### config.mk
export PLATFORM = sky130hd
export DESIGN_NAME = water_reminder_timer
export DESIGN_NICKNAME = d
export VERILOG_FILES = /design/src/rtl/water_reminder_timer.sv
export SDC_FILE = /design/constraint.sdc
export NUM_CORES = 1
export LEC_CHECK = 0
export ABC_CLOCK_PERIOD_IN_PS = 2200
export CAP_MARGIN = 10
export CORE_MARGIN = 3
export CORE_UTILIZATION = 40
export DETAILED_ROUTE_END_ITERATION = 12
export HOLD_SLACK_MARGIN = 0.12
export PLACE_DENSITY = 0.63
export REMOVE_ABC_BUFFERS = 1
export SLEW_MARGIN = 10
export SYNTH_ARGS = -nofsm -noshare
export SYNTH_HDL_FRONTEND = slang
export SYNTH_SLANG_ARGS = --single-unit
### constraint.sdc
create_clock -name clk -period 2.2 [get_ports clk]
set_input_delay 0.66 -clock clk [delete_from_list [all_inputs] [get_ports clk]]
set_output_delay 0.66 -clock clk [all_outputs]
set_load 0.01 [all_outputs]
### src/rtl/water_reminder_timer.sv
// Water reminder timer: 24-hour time of day plus a drink-water reminder FSM.
// Counts seconds from the divider's slow tick, raises and tracks reminders.
//
// Ports:
//   clk          system clock (also drives the upstream divider)
//   reset        asynchronous, active-low reset
//   tick         slow square wave, synchronous to clk; each rising edge = 1 s
//   enable       reminder enable (level)
//   ack          "drank water" pulse, debounced upstream
//   snooze       snooze pulse, debounced upstream
//   hours        0..23
//   minutes      0..59
//   seconds      0..59
//   remind       high while an alert is up
//   missed_count consecutive missed reminders, saturates at 15
//   remaining    seconds left in a countdown or snooze period, else 0

module water_reminder_timer #(
    parameter int unsigned INTERVAL_MIN    = 60,
    parameter int unsigned SNOOZE_MIN      = 10,
    parameter int unsigned ALERT_TIMEOUT_S = 30
) (
    input  logic        clk,
    input  logic        reset,
    input  logic        tick,
    input  logic        enable,
    input  logic        ack,
    input  logic        snooze,
    output logic [4:0]  hours,
    output logic [5:0]  minutes,
    output logic [5:0]  seconds,
    output logic        remind,
    output logic [3:0]  missed_count,
    output logic [15:0] remaining
);

    localparam logic [15:0] IVL_S  = 16'(INTERVAL_MIN * 60);
    localparam logic [15:0] SNZ_S  = 16'(SNOOZE_MIN * 60);
    localparam logic [15:0] TO_M1  = 16'(ALERT_TIMEOUT_S - 1);

    typedef enum logic [1:0] {
        S_IDLE,
        S_COUNT,
        S_ALERT,
        S_SNOOZE
    } state_t;

    state_t      state;
    state_t      state_d;
    logic        tick_q;
    logic        sec_p;
    logic [15:0] atmr;
    logic [15:0] atmr_d;
    logic [15:0] rem_d;
    logic [3:0]  miss_d;
    logic        remind_d;

    // tick_q resets high so a tick already high at release is not a second
    assign sec_p = tick & ~tick_q;

    always_ff @(posedge clk or negedge reset) begin
        if (!reset) begin
            tick_q <= 1'b1;
        end else begin
            tick_q <= tick;
        end
    end

    // Time of day, independent of the reminder logic
    always_ff @(posedge clk or negedge reset) begin
        if (!reset) begin
            hours   <= 5'd0;
            minutes <= 6'd0;
            seconds <= 6'd0;
        end else if (sec_p) begin
            if (seconds == 6'd59) begin
                seconds <= 6'd0;
                if (minutes == 6'd59) begin
                    minutes <= 6'd0;
                    if (hours == 5'd23) begin
                        hours <= 5'd0;
                    end else begin
                        hours <= hours + 5'd1;
                    end
                end else begin
                    minutes <= minutes + 6'd1;
                end
            end else begin
                seconds <= seconds + 6'd1;
            end
        end
    end

    // State and datapath registers
    always_ff @(posedge clk or negedge reset) begin
        if (!reset) begin
            state        <= S_IDLE;
            remaining    <= 16'd0;
            atmr         <= 16'd0;
            missed_count <= 4'd0;
            remind       <= 1'b0;
        end else begin
            state        <= state_d;
            remaining    <= rem_d;
            atmr         <= atmr_d;
            missed_count <= miss_d;
            remind       <= remind_d;
        end
    end

    // Next state and datapath; a reload overrides any same-cycle decrement
    always_comb begin
        state_d = state;
        rem_d   = remaining;
        atmr_d  = atmr;
        miss_d  = missed_count;
        if (!enable) begin
            state_d = S_IDLE;
            rem_d   = 16'd0;
            atmr_d  = 16'd0;
        end else begin
            unique case (state)
                S_IDLE: begin
                    state_d = S_COUNT;
                    rem_d   = IVL_S;
                end
                S_COUNT: begin
                    if (sec_p) begin
                        if (remaining == 16'd1) begin
                            state_d = S_ALERT;
                            rem_d   = 16'd0;
                            atmr_d  = 16'd0;
                        end else if (remaining != 16'd0) begin
                            rem_d = remaining - 16'd1;
                        end
                    end
                end
                S_ALERT: begin
                    if (ack) begin
                        state_d = S_COUNT;
                        rem_d   = IVL_S;
                        miss_d  = 4'd0;
                    end else if (snooze) begin
                        state_d = S_SNOOZE;
                        rem_d   = SNZ_S;
                    end else if (sec_p) begin
                        if (atmr == TO_M1) begin
                            state_d = S_COUNT;
                            rem_d   = IVL_S;
                            atmr_d  = 16'd0;
                            if (missed_count != 4'd15) begin
                                miss_d = missed_count + 4'd1;
                            end
                        end else begin
                            atmr_d = atmr + 16'd1;
                        end
                    end
                end
                S_SNOOZE: begin
                    if (ack) begin
                        state_d = S_COUNT;
                        rem_d   = IVL_S;
                        miss_d  = 4'd0;
                    end else if (sec_p) begin
                        if (remaining == 16'd1) begin
                            state_d = S_ALERT;
                            rem_d   = 16'd0;
                            atmr_d  = 16'd0;
                        end else if (remaining != 16'd0) begin
                            rem_d = remaining - 16'd1;
                        end
                    end
                end
                default: begin
                    state_d = S_IDLE;
                    rem_d   = 16'd0;
                    atmr_d  = 16'd0;
                end
            endcase
        end
    end

    // remind is registered from the next state so it tracks ALERT exactly
    always_comb begin
        remind_d = (state_d == S_ALERT);
    end

endmodule

# After elaboration in Yosys (flattened, before gate mapping)
# Cells that the tools add are included.
[classes]
addsub = 6
n_eq_ne = 22
mux = 38
bitwise_logic = 2
reduce_logical = 8
[op_table]
columns = ["cell", "count"]
rows = [
  ["$mux 16", 17],
  ["$pmux 16 s4", 1],
  ["$pmux 16 s3", 1],
  ["$mux 4", 6],
  ["$ne 3x3->1 const B", 8],
  ["$add 16x1->16 const B", 1],
  ["$eq 16x1->1 const B", 1],
  ["$eq 16x5->1 const B", 1],
  ["$mux 2", 8],
  ["$reduce_bool 16->1", 1],
  ["$sub 16x1->16 const B", 1],
  ["$add 6x1->6 const B", 2],
  ["$eq 6x6->1 const B", 2],
  ["$mux 6", 2],
  ["$ne 5x5->1 const B", 2],
  ["$pmux 2 s4", 1],
  ["$pmux 4 s2", 1],
  ["$reduce_and 7->1", 1],
  ["$eq 2x2->1 const B", 3],
  ["$add 5x1->5 const B", 1],
  ["$eq 5x5->1 const B", 1],
  ["$mux 5", 1],
  ["$reduce_and 5->1", 1],
  ["$add 4x1->4 const B", 1],
  ["10 further kinds", 11],
]
[word_totals]
reg_bits = 57
in_bits = 6
output_inout_bits = 38
elab_cells = 85

# Depth between registers and ports, before layout
[logic_depth]
depth_word = 8
depth_mapped = 10
ltp_nobuf = 7

# Worst setup path before layout
# OpenSTA, ideal clock, no wires.
[synth_path]
path_kind = "reg-to-reg"
startpoint = "register state[0]"
endpoint = "register atmr[8]"
arrival_ns = 2.092
setup_slack_ns = -0.002
path_stages_with_launch = 9
n_path_buf = 2
cell_sequence = "dfrtp_1 > ha_1 > buf_2 > nor2b_1 > o2111a_1 > a211oi_1 > buf_2 > o21ai_0 > o41ai_1"
[synth_via]
elab_chain_cells = 3
[synth_rtl]
columns = ["element", "line_no", "rtl"]
rows = [
  ["start: declaration", "48", "state_t state;"],
  ["start signal: assignment", "103", "state <= state_d;"],
  ["$eq 2x2->1 / $eq 2x1->1 (equally long branches)", "122", "unique case (state)"],
  ["$ne 4x1->1 (no source line), or another cell as far along", "n/a", ""],
  ["$reduce_and 5->1 (no source line) / $mux 16 (equally long branches)", "n/a", ""],
  ["end signal: assignment", "105", "atmr <= atmr_d;"],
  ["end: declaration", "52", "logic [15:0] atmr;"],
]
# Parallel ways exist; a longest one is shown, timed or not.
# A chain may end at the register's enable or synchronous reset.

# Worst setup path after layout
[layout_path]
startpoint = "input ack"
endpoint = "register remaining[6]"
[layout_via]
elab_chain_cells = 3
[layout_rtl]
columns = ["element", "line_no", "rtl"]
rows = [
  ["start: declaration", "27", "input logic ack,"],
  ["$mux 16, on equally long branches", "160, 139", ""],
  ["$pmux 16 s4", "122", ""],
  ["$mux 16", "117", "if (!enable) begin"],
  ["end signal: assignment", "104", "remaining <= rem_d;"],
  ["end: declaration", "34", "output logic [15:0] remaining"],
]
# Parallel ways exist; a longest one is shown, timed or not.

==> results.py <==
metrics = {
    "clocking": {
        "clockBufferDepth": 2,
        "cts_num_sinks": 57,
        "cts_buffers": 9,
        "root_buffer": "clkbuf_8",
        "cts_tree": "done",
        "htree_levels": 3,
        "ctsHoldBuffers": 0,
        "clk_pin_slew_worst_paths_ns": 0.07,
        "clkLatencyLatePin_ns": 0.33,
    },
    "logic_synthesis": {
        "synthesis.area_per_instance_um2": 9.01,
        "yosysMostFrequentCell": "dfrtp_1",
        "netlist_instances": 385,
        "ys_seq_area_frac": 0.411,
        "ys_types": 61,
        "synth.area.top_cells": "dfrtp_1 40%, o21ai_0 4.5%, ha_1 4.3%",
        "synthArstFlopShare": 1.00,
        "synth_top_area_share": 0.404,
        "yosys.area.top_type": "dfrtp_1",
        "syn_area_mm2": 0.00347,
        "ys_warn_count": 0,
        "ys_ff_latch": 57,
        "synth_top_flop_cell": "dfrtp_1",
        "synth-edff-count": 0,
        "synth_top_cells_by_count": "56 x dfrtp_1, 32 x nand2_1, 31 x o21ai_0",
    },
    "global_routing": {
        "first_global_vias": 3288,
        "grt-ovfl-total": 0,
        "grt_pass1_wl_um": 15500,
        "antenna_found_initial": 0,
        "grt_max_degree": 58,
        "track_usage": 0.193,
    },
    "final_layout": {
        "final_cells": 612,
        "fin_area_mm2": 0.00496,
        "n_fill_cell": 732,
        "drive_gt1_frac": 0.274,
        "antenna_cells": 0,
        "area_growth_pct": 43.1,
        "final_nets": 520,
    },
    "drt": {
        "post-route-drc-count": 0,
        "first_pass_iters": 4,
        "finalWirelength_um": 9380,
        "drtAntennaViolNets": 0,
        "initialDrtViolationCount": 199,
        "wl_per_cell_um": 15.3,
        "avgViaCountPerCell": 5.72,
        "vias": 3499,
    },
    "critical_path": {
        "reg2reg_to": "remaining[12]$_DFFE_PN0P_",
        "arrival_ns": 2.43,
        "startpoint_type": "input port",
        "rr_worst_depth": 9,
        "critPathLaunch": "ack",
        "cp-end-kind": "register",
        "cp_data_required_time_ns": 2.42,
        "critPathSlowestCell": "clkdlybuf4s50_1",
        "critPathMaxStageDelay_ns": 0.47,
        "critPathMaxFanout": 11,
        "cp_cell_sequence": "clkdlybuf4s50_1 > buf_6 > or2_4 > a211oi_4 > buf_12 > buf_6 > mux2i_1 > a21oi_1",
        "r2r-start": "atmr[1]$_DFFE_PN0P_",
        "cp-endpoint": "remaining[6]$_DFFE_PN0P_",
        "crit_top_cell": "buf_6",
        "r2r_setup_slack_ns": 0.07,
        "crit_type": "in -> reg",
    },
    "run_status": {
        "violations": "setup timing",
        "outcome": "complete, but fails checks",
    },
    "placed_design": {
        "dp.cells": 593,
        "io_buffers": 43,
        "place.detailed.hpwl_um": 6730,
        "dpl-instance-area_mm2": 0.00455,
        "dpl_worst_slack_ns": -0.573,
        "routabilityCongestion": 0.918,
    },
    "sta": {
        "fin_ws_ns": -0.0103,
        "finalCriticalPeriod_ns": 2.21,
        "worst_slew_pin_slew_ns": 0.555,
        "slew_violations": 0,
        "rsz0062_at_grt": "true",
        "clock_skew_ns": 0.0128,
        "max_slew_margin": 0.626,
        "clock.fmax_mhz": 452,
        "setup_violations": 1,
        "min_period_over_period": 1.00,
        "hold_viol": 0,
        "finalSetupTns_ns": -0.0103,
    },
    "die": {
        "core_mm2": 0.00830,
        "ios": 44,
        "fp.dieH_um": 99.1,
        "die_w_um": 99.1,
        "start_util": 0.418,
        "dieArea_mm2": 0.00983,
        "row_count": 33,
    },
    "flow_run": {
        "max-cap-violations": 0,
    },
    "power_and_ir_drop": {
        "p_leak_nw": 2.13,
        "power_density_mw_per_mm2": 556,
        "irDropWorstVdd_uv": 343,
        "design_power_total_mw": 2.76,
    },
    "worst_hold_path": {
        "hold_path_class": "in -> async",
    },
}
## cell families (layout without fill, tap and decap cells)
group                      Yosys count  after routing  synth area share
and+or+nand+nor                    157            157             0.249
muxes                                5              5            0.0155
AOI/OAI and AO/OA                  117            117             0.219
DFF                                 57             57             0.411
xor gates and xnor gates             7              7            0.0177
adders and majority gates           12             12            0.0433
buffers and inverters               30            152            0.0440
## layout make-up
type	count	area, µm²	share of cell area
Timing Repair Buffer	125	1100	0.222
Clock buffer	11	141	0.0285
Tap cell	105	131	0.0265
Clock inverter	5	78.8	0.0159
Sequential cell	57	1430	0.288
Multi-Input combinational cell	298	2040	0.411
Inverter	11	41.3	0.00832
## layout by cell type (no fill, tap or decap), drive strengths merged, types with 4 or more instances in the layout
master | synthesis | routed
a211oi | 4 | 4
a21oi | 24 | 24
a31oi | 8 | 8
buf | 10 | 82
clkbuf | 9 | 12
clkdlybuf4s50 | 0 | 41
dfrtp | 56 | 56
ha | 12 | 12
inv | 11 | 11
nand2 | 32 | 32
nand2b | 5 | 5
nand3 | 16 | 16
nand4 | 11 | 11
nor2 | 28 | 28
nor2b | 7 | 7
nor3 | 9 | 9
nor4 | 9 | 9
o2111ai | 4 | 4
o21ai | 32 | 32
o22ai | 5 | 5
o31ai | 16 | 16
o41ai | 4 | 4
or2 | 5 | 5
or3 | 9 | 9
or4 | 9 | 9
xor2 | 4 | 4
## report_power, final
part / internal [mW] / switching [mW] / leakage [nW]
Combinational: 0.251 / 0.235 / 1.25
Sequential: 1.11 / 0.0792 / 0.772
Clock: 0.667 / 0.420 / 0.113
## worst min path at each step
stage / from / to / cells past startpoint
2_1_floorplan: reset / atmr[0]$_DFFE_PN0P_ / 0
3_5_place_dp: atmr[15]$_DFFE_PN0P_ / atmr[15]$_DFFE_PN0P_ / 1
5_1_grt: reset / seconds[5]$_DFFE_PN0P_ / 2
6_report: reset / seconds[5]$_DFFE_PN0P_ / 2
4_1_cts: reset / hours[0]$_DFFE_PN0P_ / 2
3_3_place_gp: atmr[4]$_DFFE_PN0P_ / atmr[4]$_DFFE_PN0P_ / 1
## registers in the layout, indices dropped and copies added (netlist names), 2 cells and up
name and cells:
minutes 6, hours 5, state 2, atmr 16
seconds 6, missed_count 4, remaining 16
## metal layers
metal	track usage	wire, µm	up-vias
met1	0.256	4130	1701
met2	0.314	4620	84
li1	-	-	1702
met5	0	0	-
met3	0.0512	493	12
met4	0.0494	128	0
## critical path, delay by kind of cell
| kind | cells | cell delay (ns) |
|---|---|---|
| buffers and inverters | 4 | 0.93 |
| AOI/OAI and AO/OA | 2 | 0.37 |
| and+or+nand+nor | 1 | 0.26 |
| muxes | 1 | 0.20 |
## metrics by stage
step / hold WS [ns] / utilization
floorplan: 0.364 / -
global placement: 0.477 / 0.548
detailed placement: 0.476 / 0.548
CTS: 0.322 / 0.577
global route: 0.331 / 0.598
finish: 0.314 / 0.598
## what timing repair did
item / 4_1_cts / 5_1_grt
buffers inserted: 0 / 2
cloned: 0 / 1
resized for setup: 6 / 31
endpoints found under the setup margin: 17 / 33
pin swaps: 0 / 8
(Power assumes the default switching activity.)
